==> src/rtl/vector_result_writeback_if.sv <==
// rtl/vector_result_writeback_if.sv - issue/result/write-port bundle for vector_result_writeback (optional o_err under VWB_PROTOCOL_CHECK_EN)
`timescale 1ns/1ps
`default_nettype none
interface vector_result_writeback_if #(
    parameter int DATA_W  = 64,
    parameter int ELEM_AW = 6
);
    logic               i_start;
    logic [2:0]         i_i;
    logic [6:0]         i_vl;
    logic [DATA_W-1:0]  i_data;
    logic [7:0]         o_we;
    logic [ELEM_AW-1:0] o_addr;
    logic [DATA_W-1:0]  o_wdata;
    logic               o_busy;
    logic               o_chain_ok;
    logic               o_done;
`ifdef VWB_PROTOCOL_CHECK_EN
    logic               o_err;

    modport master (output i_start, i_i, i_vl, i_data,
                    input  o_we, o_addr, o_wdata, o_busy, o_chain_ok, o_done, o_err);
    modport slave  (input  i_start, i_i, i_vl, i_data,
                    output o_we, o_addr, o_wdata, o_busy, o_chain_ok, o_done, o_err);
`else
    modport master (output i_start, i_i, i_vl, i_data,
                    input  o_we, o_addr, o_wdata, o_busy, o_chain_ok, o_done);
    modport slave  (input  i_start, i_i, i_vl, i_data,
                    output o_we, o_addr, o_wdata, o_busy, o_chain_ok, o_done);
`endif
endinterface
`default_nettype wire

==> src/rtl/vector_result_writeback.sv <==
// rtl/vector_result_writeback.sv - writes a fixed-latency FU result stream into vector register Vi (VWB_PROTOCOL_CHECK_EN adds sticky o_err)
`timescale 1ns/1ps
`default_nettype none
module vector_result_writeback #(
    parameter int LATENCY = 4,
    parameter int DATA_W  = 64,
    parameter int ELEM_AW = 6
) (
    input  wire logic clk,
    input  wire logic rst,
    vector_result_writeback_if.slave bus
);
    typedef enum logic [1:0] {IDLE, WAIT, WRITE, DONE} state_t;

    state_t             state;
    logic [3:0]         lat_cnt;
    logic [6:0]         elem;
    logic [6:0]         vl_q;
    logic [2:0]         dst_q;
    logic [7:0]         we_q;
    logic [ELEM_AW-1:0] addr_q;
    logic [DATA_W-1:0]  wdata_q;
    logic               busy_q;
    logic               chain_q;
    logic               done_q;
    logic               do_write;
    logic               last_elem;

    // Element 0 is captured on the final WAIT edge so writes start with no bubble.
    always_comb begin
        do_write  = 1'b0;
        last_elem = (elem == vl_q - 7'd1);
        if (state == WRITE)
            do_write = 1'b1;
        else if (state == WAIT && lat_cnt == 4'd1 && vl_q != 7'd0)
            do_write = 1'b1;
    end

    always_ff @(posedge clk or posedge rst) begin
        if (rst) begin
            state   <= IDLE;
            lat_cnt <= '0;
            elem    <= '0;
            vl_q    <= '0;
            dst_q   <= '0;
            we_q    <= '0;
            addr_q  <= '0;
            wdata_q <= '0;
            busy_q  <= 1'b0;
            chain_q <= 1'b0;
            done_q  <= 1'b0;
        end else begin
            we_q   <= '0;
            done_q <= 1'b0;
            if (do_write) begin
                we_q    <= 8'(1) << dst_q;
                addr_q  <= elem[ELEM_AW-1:0];
                wdata_q <= bus.i_data;
                elem    <= elem + 7'd1;
                chain_q <= 1'b1;
                if (last_elem) begin
                    done_q <= 1'b1;
                    state  <= DONE;
                end else begin
                    state  <= WRITE;
                end
            end
            case (state)
                IDLE: begin
                    if (bus.i_start) begin
                        dst_q   <= bus.i_i;
                        vl_q    <= (bus.i_vl > 7'd64) ? 7'd64 : bus.i_vl;
                        lat_cnt <= 4'(LATENCY);
                        elem    <= '0;
                        busy_q  <= 1'b1;
                        state   <= WAIT;
                    end
                end
                WAIT: begin
                    if (lat_cnt != 4'd1) begin
                        lat_cnt <= lat_cnt - 4'd1;
                    end else if (vl_q == 7'd0) begin
                        lat_cnt <= '0;
                        done_q  <= 1'b1;
                        state   <= DONE;
                    end else begin
                        lat_cnt <= '0;
                    end
                end
                WRITE: ;
                DONE: begin
                    busy_q  <= 1'b0;
                    chain_q <= 1'b0;
                    elem    <= '0;
                    state   <= IDLE;
                end
                default: state <= IDLE;
            endcase
        end
    end

    assign bus.o_we       = we_q;
    assign bus.o_addr     = addr_q;
    assign bus.o_wdata    = wdata_q;
    assign bus.o_busy     = busy_q;
    assign bus.o_chain_ok = chain_q;
    assign bus.o_done     = done_q;

`ifdef VWB_PROTOCOL_CHECK_EN
    logic err_q;
    // busy_q is still high in DONE, so a start there is flagged too.
    always_ff @(posedge clk or posedge rst) begin
        if (rst)
            err_q <= 1'b0;
        else if (bus.i_start && (busy_q || bus.i_vl > 7'd64))
            err_q <= 1'b1;
    end
    assign bus.o_err = err_q;
`endif
endmodule
`default_nettype wire

==> src/flat_wrapper.sv <==
// flat-port wrapper written by rule: the top's interface ports become plain ports
module vector_result_writeback_flat 
#(
    parameter int LATENCY = 4,
    parameter int DATA_W  = 64,
    parameter int ELEM_AW = 6
)
  (clk, rst, bus_i_start, bus_i_i, bus_i_vl, bus_i_data, bus_o_we, bus_o_addr, bus_o_wdata, bus_o_busy, bus_o_chain_ok, bus_o_done);
  vector_result_writeback_if #(.DATA_W(DATA_W), .ELEM_AW(ELEM_AW)) bus_i ();
  input  wire logic clk;
  input  wire logic rst;
  input wire logic [$bits(bus_i.i_start)-1:0] bus_i_start;
  input wire logic [$bits(bus_i.i_i)-1:0] bus_i_i;
  input wire logic [$bits(bus_i.i_vl)-1:0] bus_i_vl;
  input wire logic [$bits(bus_i.i_data)-1:0] bus_i_data;
  output wire logic [$bits(bus_i.o_we)-1:0] bus_o_we;
  output wire logic [$bits(bus_i.o_addr)-1:0] bus_o_addr;
  output wire logic [$bits(bus_i.o_wdata)-1:0] bus_o_wdata;
  output wire logic [$bits(bus_i.o_busy)-1:0] bus_o_busy;
  output wire logic [$bits(bus_i.o_chain_ok)-1:0] bus_o_chain_ok;
  output wire logic [$bits(bus_i.o_done)-1:0] bus_o_done;
  assign bus_i.i_start = bus_i_start;
  assign bus_i.i_i = bus_i_i;
  assign bus_i.i_vl = bus_i_vl;
  assign bus_i.i_data = bus_i_data;
  assign bus_o_we = bus_i.o_we;
  assign bus_o_addr = bus_i.o_addr;
  assign bus_o_wdata = bus_i.o_wdata;
  assign bus_o_busy = bus_i.o_busy;
  assign bus_o_chain_ok = bus_i.o_chain_ok;
  assign bus_o_done = bus_i.o_done;
  vector_result_writeback #(.LATENCY(LATENCY), .DATA_W(DATA_W), .ELEM_AW(ELEM_AW)) u_core (.clk(clk), .rst(rst), .bus(bus_i));
endmodule
==> config.mk <==
export PLATFORM = sky130hd
export DESIGN_NAME = vector_result_writeback_flat
export DESIGN_NICKNAME = d
export VERILOG_FILES = /design/src/rtl/vector_result_writeback_if.sv /design/src/rtl/vector_result_writeback.sv /design/src/flat_wrapper.sv
export SDC_FILE = /design/constraint.sdc
export NUM_CORES = 1
export LEC_CHECK = 0
export CORE_MARGIN = 2
export CORE_UTILIZATION = 26
export CTS_BUF_LIST = sky130_fd_sc_hd__clkbuf_4 sky130_fd_sc_hd__clkbuf_8
export CTS_CLUSTER_DIAMETER = 40
export CTS_CLUSTER_SIZE = 28
export DETAILED_ROUTE_END_ITERATION = 8
export HOLD_SLACK_MARGIN = 0.05
export PLACE_DENSITY = 0.52
export SYNTH_ARGS = -nofsm -noshare
export SYNTH_HDL_FRONTEND = slang
export SYNTH_SLANG_ARGS = --single-unit
==> constraint.sdc <==
create_clock -name clk -period 4.6 [get_ports clk]
set_clock_uncertainty 0.05 [all_clocks]
set_input_delay 0.92 -clock clk [delete_from_list [all_inputs] [get_ports clk]]
set_output_delay 0.92 -clock clk [all_outputs]
set_load 0.05 [all_outputs]
# == After elaboration in Yosys (flattened, before gate mapping) ==
# Index checks and enable logic that the tools add are counted.
# classes
addsub,3
n_mul,0
div_mod_pow,0
magnitude_cmp,1
n_eq_ne,7
shift,1
n_mux,25
bitwise_logic,0
reduce_logical,11
# ops
cell,count
7-bit two-way mux,3
7-bit case mux with 2 select lines,1
1-bit two-way mux,11
2-bit two-way mux,4
4-bit two-way mux,2
8-bit two-way mux,1
4-bit case mux with 2 select lines,1
"1-bit by 3-bit left shift with 8-bit output, first input constant",1
"7-bit by 1-bit adder with 7-bit output, second input constant",1
7-bit == test,1
"7-bit greater-than comparator, second input constant",1
7-bit logical NOT,1
7-bit nonzero test,1
"7-bit by 1-bit subtractor with 7-bit output, second input constant",1
2-bit case mux with 3 select lines,1
2-bit AND reduction,3
2-bit nonzero test,3
"2-bit == test, second input constant",2
"4-bit by 1-bit == test with 1-bit output, second input constant",1
"4-bit by 1-bit inequality test with 1-bit output, second input constant",1
"4-bit by 1-bit subtractor with 4-bit output, second input constant",1
"2-bit by 1-bit == test with 1-bit output, second input constant",1
1-bit logical AND,2
2-bit logical NOT,1
2 further kinds,2
# totals
regBits,104
latch_bits,0
ram_bits,0
romBits,0
inputBits,77
out_inout_bits,81
wordCells,59
memories,0

# == Longest topological paths before layout ==
# Gate-level depths: netlist (run 1).
# logic_depth
word_depth,9
mapped_depth,10
mapped_depth_nobuf,7

# == Worst setup path after synthesis (run 1) ==
# OpenSTA, ideal clock, no wires.
# synth_path
path_type,reg2reg
startpoint,register u_core.state[1]
endpoint,register u_core.elem[5]
setup_ns,0.078
arrival_time_ns,1.828
required_ns,4.472
setup_slack_ns,2.644
path_stages_with_launch,8
n_path_buf,0
synth_period_minus_slack_ns,1.956
path_cell_list,dfrtp_1 inv_1 ha_1 nand4bb_4 a31oi_4 nor2_2 or4_1 a21oi_1
# synth_between
elab_chain_len,8
# synth_rtl
element,line_no,source
"start, declared",vector_result_writeback.sv:15,state_t state;
"start signal, assigned",vector_result_writeback.sv:41,state <= IDLE;
"start signal, assigned",vector_result_writeback.sv:63,state <= DONE;
"start signal, assigned",vector_result_writeback.sv:65,state <= WRITE;
2-bit by 1-bit == test with 1-bit output,vector_result_writeback.sv:35,else if (state == WAIT && lat_cnt == 4'd1 && vl_q != 7'd0)
1-bit logical AND (2 in a row),vector_result_writeback.sv:35,
1-bit two-way mux,vector_result_writeback.sv:35,
1-bit two-way mux,vector_result_writeback.sv:33,if (state == WRITE)
7-bit two-way mux,vector_result_writeback.sv:55,if (do_write) begin
7-bit two-way mux,vector_result_writeback.sv:70,if (bus.i_start) begin
7-bit case mux with 2 select lines (*),vector_result_writeback.sv:68,case (state)
"end signal, assigned",vector_result_writeback.sv:59,elem <= elem + 7'd1;
"end, declared",vector_result_writeback.sv:17,logic [6:0] elem;
# Every way passes the cells marked *; elsewhere a longest branch is shown, timed or not.
# A chain may end at the register's enable or synchronous reset.

# == Final worst setup path (run 1) ==
# layout_path
startpoint,register u_core.vl_q[2]
endpoint,register u_core.addr_q[0] (netlist: u_core.bus.o_addr[0])
# layout_between
elab_chain_len,4
# layout_rtl
element,line_no,source
"start, declared",vector_result_writeback.sv:18,logic [6:0] vl_q;
"start signal, assigned",vector_result_writeback.sv:72,vl_q <= (bus.i_vl > 7'd64) ? 7'd64 : bus.i_vl;
7-bit nonzero test,vector_result_writeback.sv:35,
1-bit logical AND,vector_result_writeback.sv:35,
1-bit two-way mux,vector_result_writeback.sv:35,
1-bit two-way mux,vector_result_writeback.sv:33,
"end signal, assigned",vector_result_writeback.sv:57,addr_q <= elem[ELEM_AW-1:0];
"end, declared",vector_result_writeback.sv:21,logic [ELEM_AW-1:0] addr_q;
# No other way between the ends.

==> results of run 1 <==
-- sequential cells by signal (all words and copies together) (netlist names) --
name,cells
u_core.lat_cnt,4
u_core.bus.o_we,8
u_core.bus.o_wdata,64
u_core.elem,7
u_core.bus.o_chain_ok,1
u_core.vl_q,7
u_core.state,2
u_core.dst_q,3
u_core.bus.o_done,1
u_core.bus.o_addr,6
u_core.bus.o_busy,1
-- how the worst max path moves through the flow --
stage | slack [ns] | start | to
2_1_floorplan | 0.90 | rst | u_core.bus.o_addr[0]$_DFFE_PP0N_
3_3_place_gp | 1.96 | u_core.vl_q[2]$_DFFE_PP0P_ | u_core.bus.o_addr[0]$_DFFE_PP0N_
3_5_place_dp | 1.88 | u_core.vl_q[2]$_DFFE_PP0P_ | u_core.bus.o_addr[0]$_DFFE_PP0N_
4_1_cts | 1.87 | u_core.vl_q[2]$_DFFE_PP0P_ | u_core.bus.o_addr[0]$_DFFE_PP0N_
5_1_grt | 1.67 | u_core.vl_q[2]$_DFFE_PP0P_ | u_core.bus.o_addr[0]$_DFFE_PP0N_
6_report | 1.93 | u_core.vl_q[2]$_DFFE_PP0P_ | u_core.bus.o_addr[0]$_DFFE_PP0N_
-- metal layers --
metal	vias to the layer above	part of all wire (%)	routed length [um]
met5	-	0	0
met4	0	0.85	95
met3	8	7.2	813
met2	113	48	5390
met1	1649	44	4940
li1	1781	-	-
-- cells by family (layout without fill, tap and decap cells) --
| logic type | Yosys count | count (layout) |
|---|---|---|
| simple gates | 258 | 258 |
| compound gates | 36 | 36 |
| buf+inv | 31 | 188 |
| flops | 104 | 104 |
| xor+xnor | 15 | 15 |
| fa+ha+maj | 9 | 9 |
| mux | 10 | 10 |
-- layout make-up --
| class | count | area [sq um] | area share (%) |
|---|---|---|---|
| timing repair buffer | 161 | 1600 | 25.0 |
| sequential | 104 | 2600 | 40.6 |
| inverter | 12 | 47.5 | 0.742 |
| tap | 220 | 275 | 4.29 |
| clock inverter | 4 | 55.1 | 0.859 |
| clock buffer | 11 | 145 | 2.26 |
| multi-input combinational | 328 | 1680 | 26.3 |
-- per-stage QoR --
stage | cells | utilization (%) | total power [mW]
6_report | 840 | 38.4 | 4.80
2_1_floorplan | 463 | - | 3.40
3_5_place_dp | 825 | 37.2 | 4.26
4_1_cts | 840 | 38.4 | 4.86
3_3_place_gp | 825 | 37.2 | 4.22
5_1_grt | 840 | 38.4 | 5.12
-- critical path, stage by stage, from the launching register on --
cell,delay (ns)
dfrtp_1,0.47
nor4_4,0.42
a31oi_4,0.18
nor2_4,0.45
buf_4,0.60
mux2_2,0.39
-- layout by cell type (no fill, tap or decap), types with 2 or more instances in the layout --
| master | netlist | final |
|---|---|---|
| nand2_1 | 208 | 208 |
| a2bb2oi_1 | 2 | 2 |
| buf_4 | 0 | 4 |
| nor4b_1 | 3 | 3 |
| mux2_2 | 9 | 9 |
| o31ai_1 | 3 | 3 |
| o21ai_0 | 14 | 14 |
| nor2_1 | 14 | 14 |
| nor3b_1 | 4 | 4 |
| nand4_1 | 2 | 2 |
| dfrtp_1 | 104 | 104 |
| clkbuf_8 | 0 | 10 |
| inv_1 | 12 | 11 |
| nand3_1 | 4 | 4 |
| nand2b_1 | 8 | 8 |
| a21oi_1 | 10 | 10 |
| nor3_1 | 6 | 6 |
| xor2_1 | 3 | 3 |
| clkdlybuf4s50_1 | 0 | 157 |
| ha_1 | 9 | 9 |
| xnor2_1 | 12 | 12 |
| o2111ai_1 | 2 | 2 |
| clkinv_4 | 0 | 2 |
-- power by group through the flow --
stage                     combinational (mW)  sequential (mW)  clock (mW)
final                                   2.67             1.54       0.585
after global routing                    2.88             1.59       0.653
after CTS                               2.70             1.54       0.618
after detailed placement                2.70             1.56           0
after global placement                  2.67             1.55           0
after floorplan                        0.863             2.54           0
==> metrics, run 1 <==
Netlist cell types=38; Yosys top cell area share=58.1%; IO Pins=158; final worst path period need=2.67 ns; R2R cell count=5; Post-CTS Hold Buffers=0; core area=16,700 sq um; Die H=135 um; Synth Area in XOR/XNOR=2.93%; Final Max Slew Viols=0; LEAKAGE=2.93 nW; Rows=47; Area after DPL=6210 sq um; # DRC=0; H-Tree Level Count=3; antenna cells=0; Sw Pwr=2.34 mW; Hold WC Path Type=register to register; Power per Cell Area=748 nW/um^2; Fill cells=1,688; worst-margin pin slew=0.611 ns; initial antenna violation count=0; adder-cell share of the synthesized area=2.51%; area leader, netlist=dfrtp_1; fin crit share=58.1%; top_reg_cell synth=dfrtp_1; largest net degree at the start of global routing=58; Die Area=18,300 sq um; DRT iter0 DRCs=151; compound-gate portion of the synthesized area=5.06%; TNS Setup=0 ns; Initial Util=26.8%; simple-gate share of the synthesized area=24.5%; first-pass GRT wire length=18,200 um; Mapped Avg Cell Area=9.67 sq um; hold path startpoint=u_core.bus.o_wdata[61]$_DFFE_PP0N_; hold endpoint=u_core.bus.o_wdata[61]$_DFFE_PP0N_; outcome=complete, no violations; clock buffer depth=2; Global Route met3 Usage=4.86%; ratio of cells with drive above 1 in the final layout=5.48%; TritonCTS clock tree=done; Post-synth ARST share=100%; RSZ-0062 raised after global routing=no; DR WL/cell=13.4 um; Yosys reg bits=104; reg2reg setup slack=1.93 ns; DIE WIDTH=135 um; Setup violations, final=0; met1 Use GR=16.0%; Peak supply drop=0.332 mV; post-route ant nets=0; Post-synth EDFFs=0; P_int=2.46 mW; DR vias=3,551; number of global-route vias before repair=3,563; switching share of power=48.8%; Final Hold Viols=0; final instance area=6410 sq um; busiest layer in global routing=met2; HPWL Detailed=8110 um; Routed WL=11,200 um; Critical R2R Launch=u_core.vl_q[2]$_DFFE_PP0P_; sequential share of power=32.0%; startpoint types=register; nets=702; dpl ws=1.88 ns; Resized cells post-CTS=0; crit path kind=register to register; Global Route Usage Sum=12.7%; CP endpoint kind=register; CP required=4.82 ns; post-CTS setup buffer count=0; most frequent cell after synthesis=nand2_1; Max Fclk=0.374 GHz; largest family of logic cells by synthesized area=simple AND/OR/NAND/NOR gates; hold depth=2; WP data arrival=2.90 ns; Syn-to-layout area delta=43.1%; root buffer cell=clkbuf_8; Clk pwr share=12.2%; sequential cell area fraction in the yosys report=58.1%; synthesized area=4480 sq um; WHS=0.423 ns; met2 usage=20.8%; Reg clk slew, reported paths=0.10 ns; R2R Path End=u_core.bus.o_addr[0]$_DFFE_PP0N_; routed vias/inst=4.23; clk_lat worst skew=0.38 ns; gp weighted congestion=0.813; Final WS setup=1.93 ns; Syn Nets=549; cts bufs inserted=9; Synth Instances=463; commonest cells in the netlist=nand2_1 (208), dfrtp_1 (104), nor2_1 (14), o21ai_0 (14); total clock sinks=104; first drt pass iteration count=4; Combinational Power Share=55.7%; grt ovf=0; PortBufs=157; Worst slew margin=59.2%; synth warn=0; CP Max Fanout=57; max cap viols=0; Synth area leaders=dfrtp_1 (58%), nand2_1 (17%), buf_6 (2.5%); mux cell area share after synthesis=2.49%
Power figures use the tool's default switching activity.
==> inputs of run 2 (changes only) <==
- clock period: 4.6 -> 2.67 ns (I/O delays scaled with it)
==> metrics, run 2 (synthesized netlist as in run 1, its figures left out) <==
outcome=complete, no violations; cts bufs inserted=9 (unchanged); DRT iter0 DRCs=126 (-17%); TNS Setup=0 ns (unchanged); Peak supply drop=0.568 mV (+71%); Reg clk slew, reported paths=0.10 ns (about the same); clock buffer depth=2 (unchanged); Critical R2R Launch=u_core.state[1]$_DFF_PP0_; Post-CTS Hold Buffers=0 (unchanged); most frequent cells in the layout=nand2_1 (208), clkdlybuf4s50_1 (157), dfrtp_1 (104); Power per Cell Area=1280 nW/um^2 (+72%); grt ovf=0 (unchanged); IO Pins=158 (unchanged); DIE WIDTH=135 um (unchanged); first-pass GRT wire length=18,300 um (+0.42%); largest net degree at the start of global routing=105 (+81%); Rows=47 (unchanged); Final Max Slew Viols=0 (unchanged); Setup crit start=u_core.state[1]$_DFF_PP0_; gp weighted congestion=0.733 (-9.9%); TritonCTS clock tree=done; PortBufs=157 (unchanged); reg2reg setup slack=0.46 ns (-1.47 ns); Die Area=18,300 sq um (unchanged); antenna cells=0 (unchanged); DP Cell Count=826 (+0.12%); root buffer cell=clkbuf_8; ratio of cells with drive above 1 in the final layout=5.79% (+0.30 points); Hold WC Path Type=register to register; DR vias=3,559 (+0.23%); core area=16,700 sq um (unchanged); HPWL Detailed=8040 um (-0.84%); hold path startpoint=u_core.bus.o_wdata[11]$_DFFE_PP0N_; initial antenna violation count=0 (unchanged); Die H=135 um (unchanged); WP data arrival=2.48 ns (-0.42 ns); R2R Path End=u_core.elem[5]$_DFF_PP0_; # DRC=0 (unchanged); fin crit share=82.8% (+25 points); Max Fclk=0.452 GHz (+21%); final worst path period need=2.21 ns (-0.462 ns); max cap viols=0 (unchanged); Syn-to-layout area delta=43.9%; clk_lat worst skew=0.38 ns (about the same); Initial Util=26.8% (unchanged); H-Tree Level Count=3 (unchanged); most common cell after layout, fill and taps aside=nand2_1; max reg flops=64 (unchanged); LEAKAGE=2.94 nW (+0.36%); CP required=2.93 ns (-1.89 ns); Global Route Usage Sum=12.7% (+0.019 points); Resized cells post-CTS=0 (unchanged); DR WL/cell=13.5 um (+0.53%); worst-margin pin slew=0.560 ns (-0.0518 ns); crit path kind=register to register; Setup violations, final=0 (unchanged); Worst slew margin=62.6% (+3.3 points); routed vias/inst=4.23 (about the same); post-route ant nets=0 (unchanged); Routed WL=11,300 um (+0.77%); RSZ-0062 raised after global routing=no; Final Hold Viols=0 (unchanged); number of global-route vias before repair=3,538 (-0.70%); post-CTS setup buffer count=0 (unchanged); CP endpoint kind=register; R2R cell count=7 (+2); total clock sinks=104 (unchanged); hold depth=2 (unchanged); nets=703 (+0.14%); CP Max Fanout=20 (-65%); fin cells=842 (+0.24%); hold endpoint=u_core.bus.o_wdata[11]$_DFFE_PP0N_; startpoint types=register; first drt pass iteration count=4 (unchanged)
run 2: cell count changes in the layout (fill, tap and decap cells not counted), sizes merged:
cell,previous run,this run
clkbuf,11,10
clkinvlp,1,2
bufinv,1,0
buf,4,5
inv,12,14
run 2: report_power, final:
group | switching, mW | leakage [nW] | internal (mW)
logic | 3.06 | 1.53 | 1.60
registers | 0.445 | 1.32 | 2.20
clock network | 0.591 | 0.0952 | 0.378
run 2: how the worst max path moves through the flow:
stage	endpoint	depth (start not counted)	slack, ns
5_1_grt	u_core.elem[5]$_DFF_PP0_	7	0.32
6_report	u_core.elem[5]$_DFF_PP0_	7	0.46
3_5_place_dp	u_core.elem[5]$_DFF_PP0_	7	0.48
4_1_cts	bus_o_addr[0]	1	0.45
3_3_place_gp	u_core.elem[5]$_DFF_PP0_	7	0.54
2_1_floorplan	u_core.elem[5]$_DFF_PP0_	7	0.71
run 2: through the flow:
| stage | area, sq um | hold slack [ns] | power (mW) | setup slack (ns) | utilization [%] |
|---|---|---|---|---|---|
| floorplan | 4480 | 0.414 | 5.86 | 0.714 | - |
| global placement | 6260 | 0.398 | 7.33 | 0.541 | 37.5 |
| detailed placement | 6260 | 0.405 | 7.40 | 0.476 | 37.5 |
| CTS | 6440 | 0.428 | 8.41 | 0.446 | 38.6 |
| global route | 6440 | 0.452 | 8.85 | 0.316 | 38.6 |
| finish | 6440 | 0.420 | 8.28 | 0.458 | 38.6 |
run 2: worst max-delay path, stage by stage, from the launching register on:
cell and delay (ns):
dfrtp_1 0.43, inv_1 0.10, ha_1 0.30, nand4bb_4 0.17
a31oi_4 0.27, nor2_4 0.16, or4_1 0.52, a21oi_1 0.15
run 2: cell type report:
cell class | count | area [sq um]
clock buffer | 10 | 138
clock inverter | 6 | 50.0
fill | 1655 | 10300
inverter | 12 | 48.8
multi-input combinational | 328 | 1680
sequential | 104 | 2600
tap | 220 | 275
timing repair buffer | 162 | 1650
run 2: metal layers:
| metal | track usage, % | vias to the layer above | wire [um] |
|---|---|---|---|
| met2 | 20.2 | 113 | 5140 |
| met5 | 0 | - | 0 |
| met4 | 5.03 | 0 | 192 |
| li1 | - | 1784 | - |
| met1 | 16.7 | 1650 | 5250 |
| met3 | 2.96 | 12 | 745 |
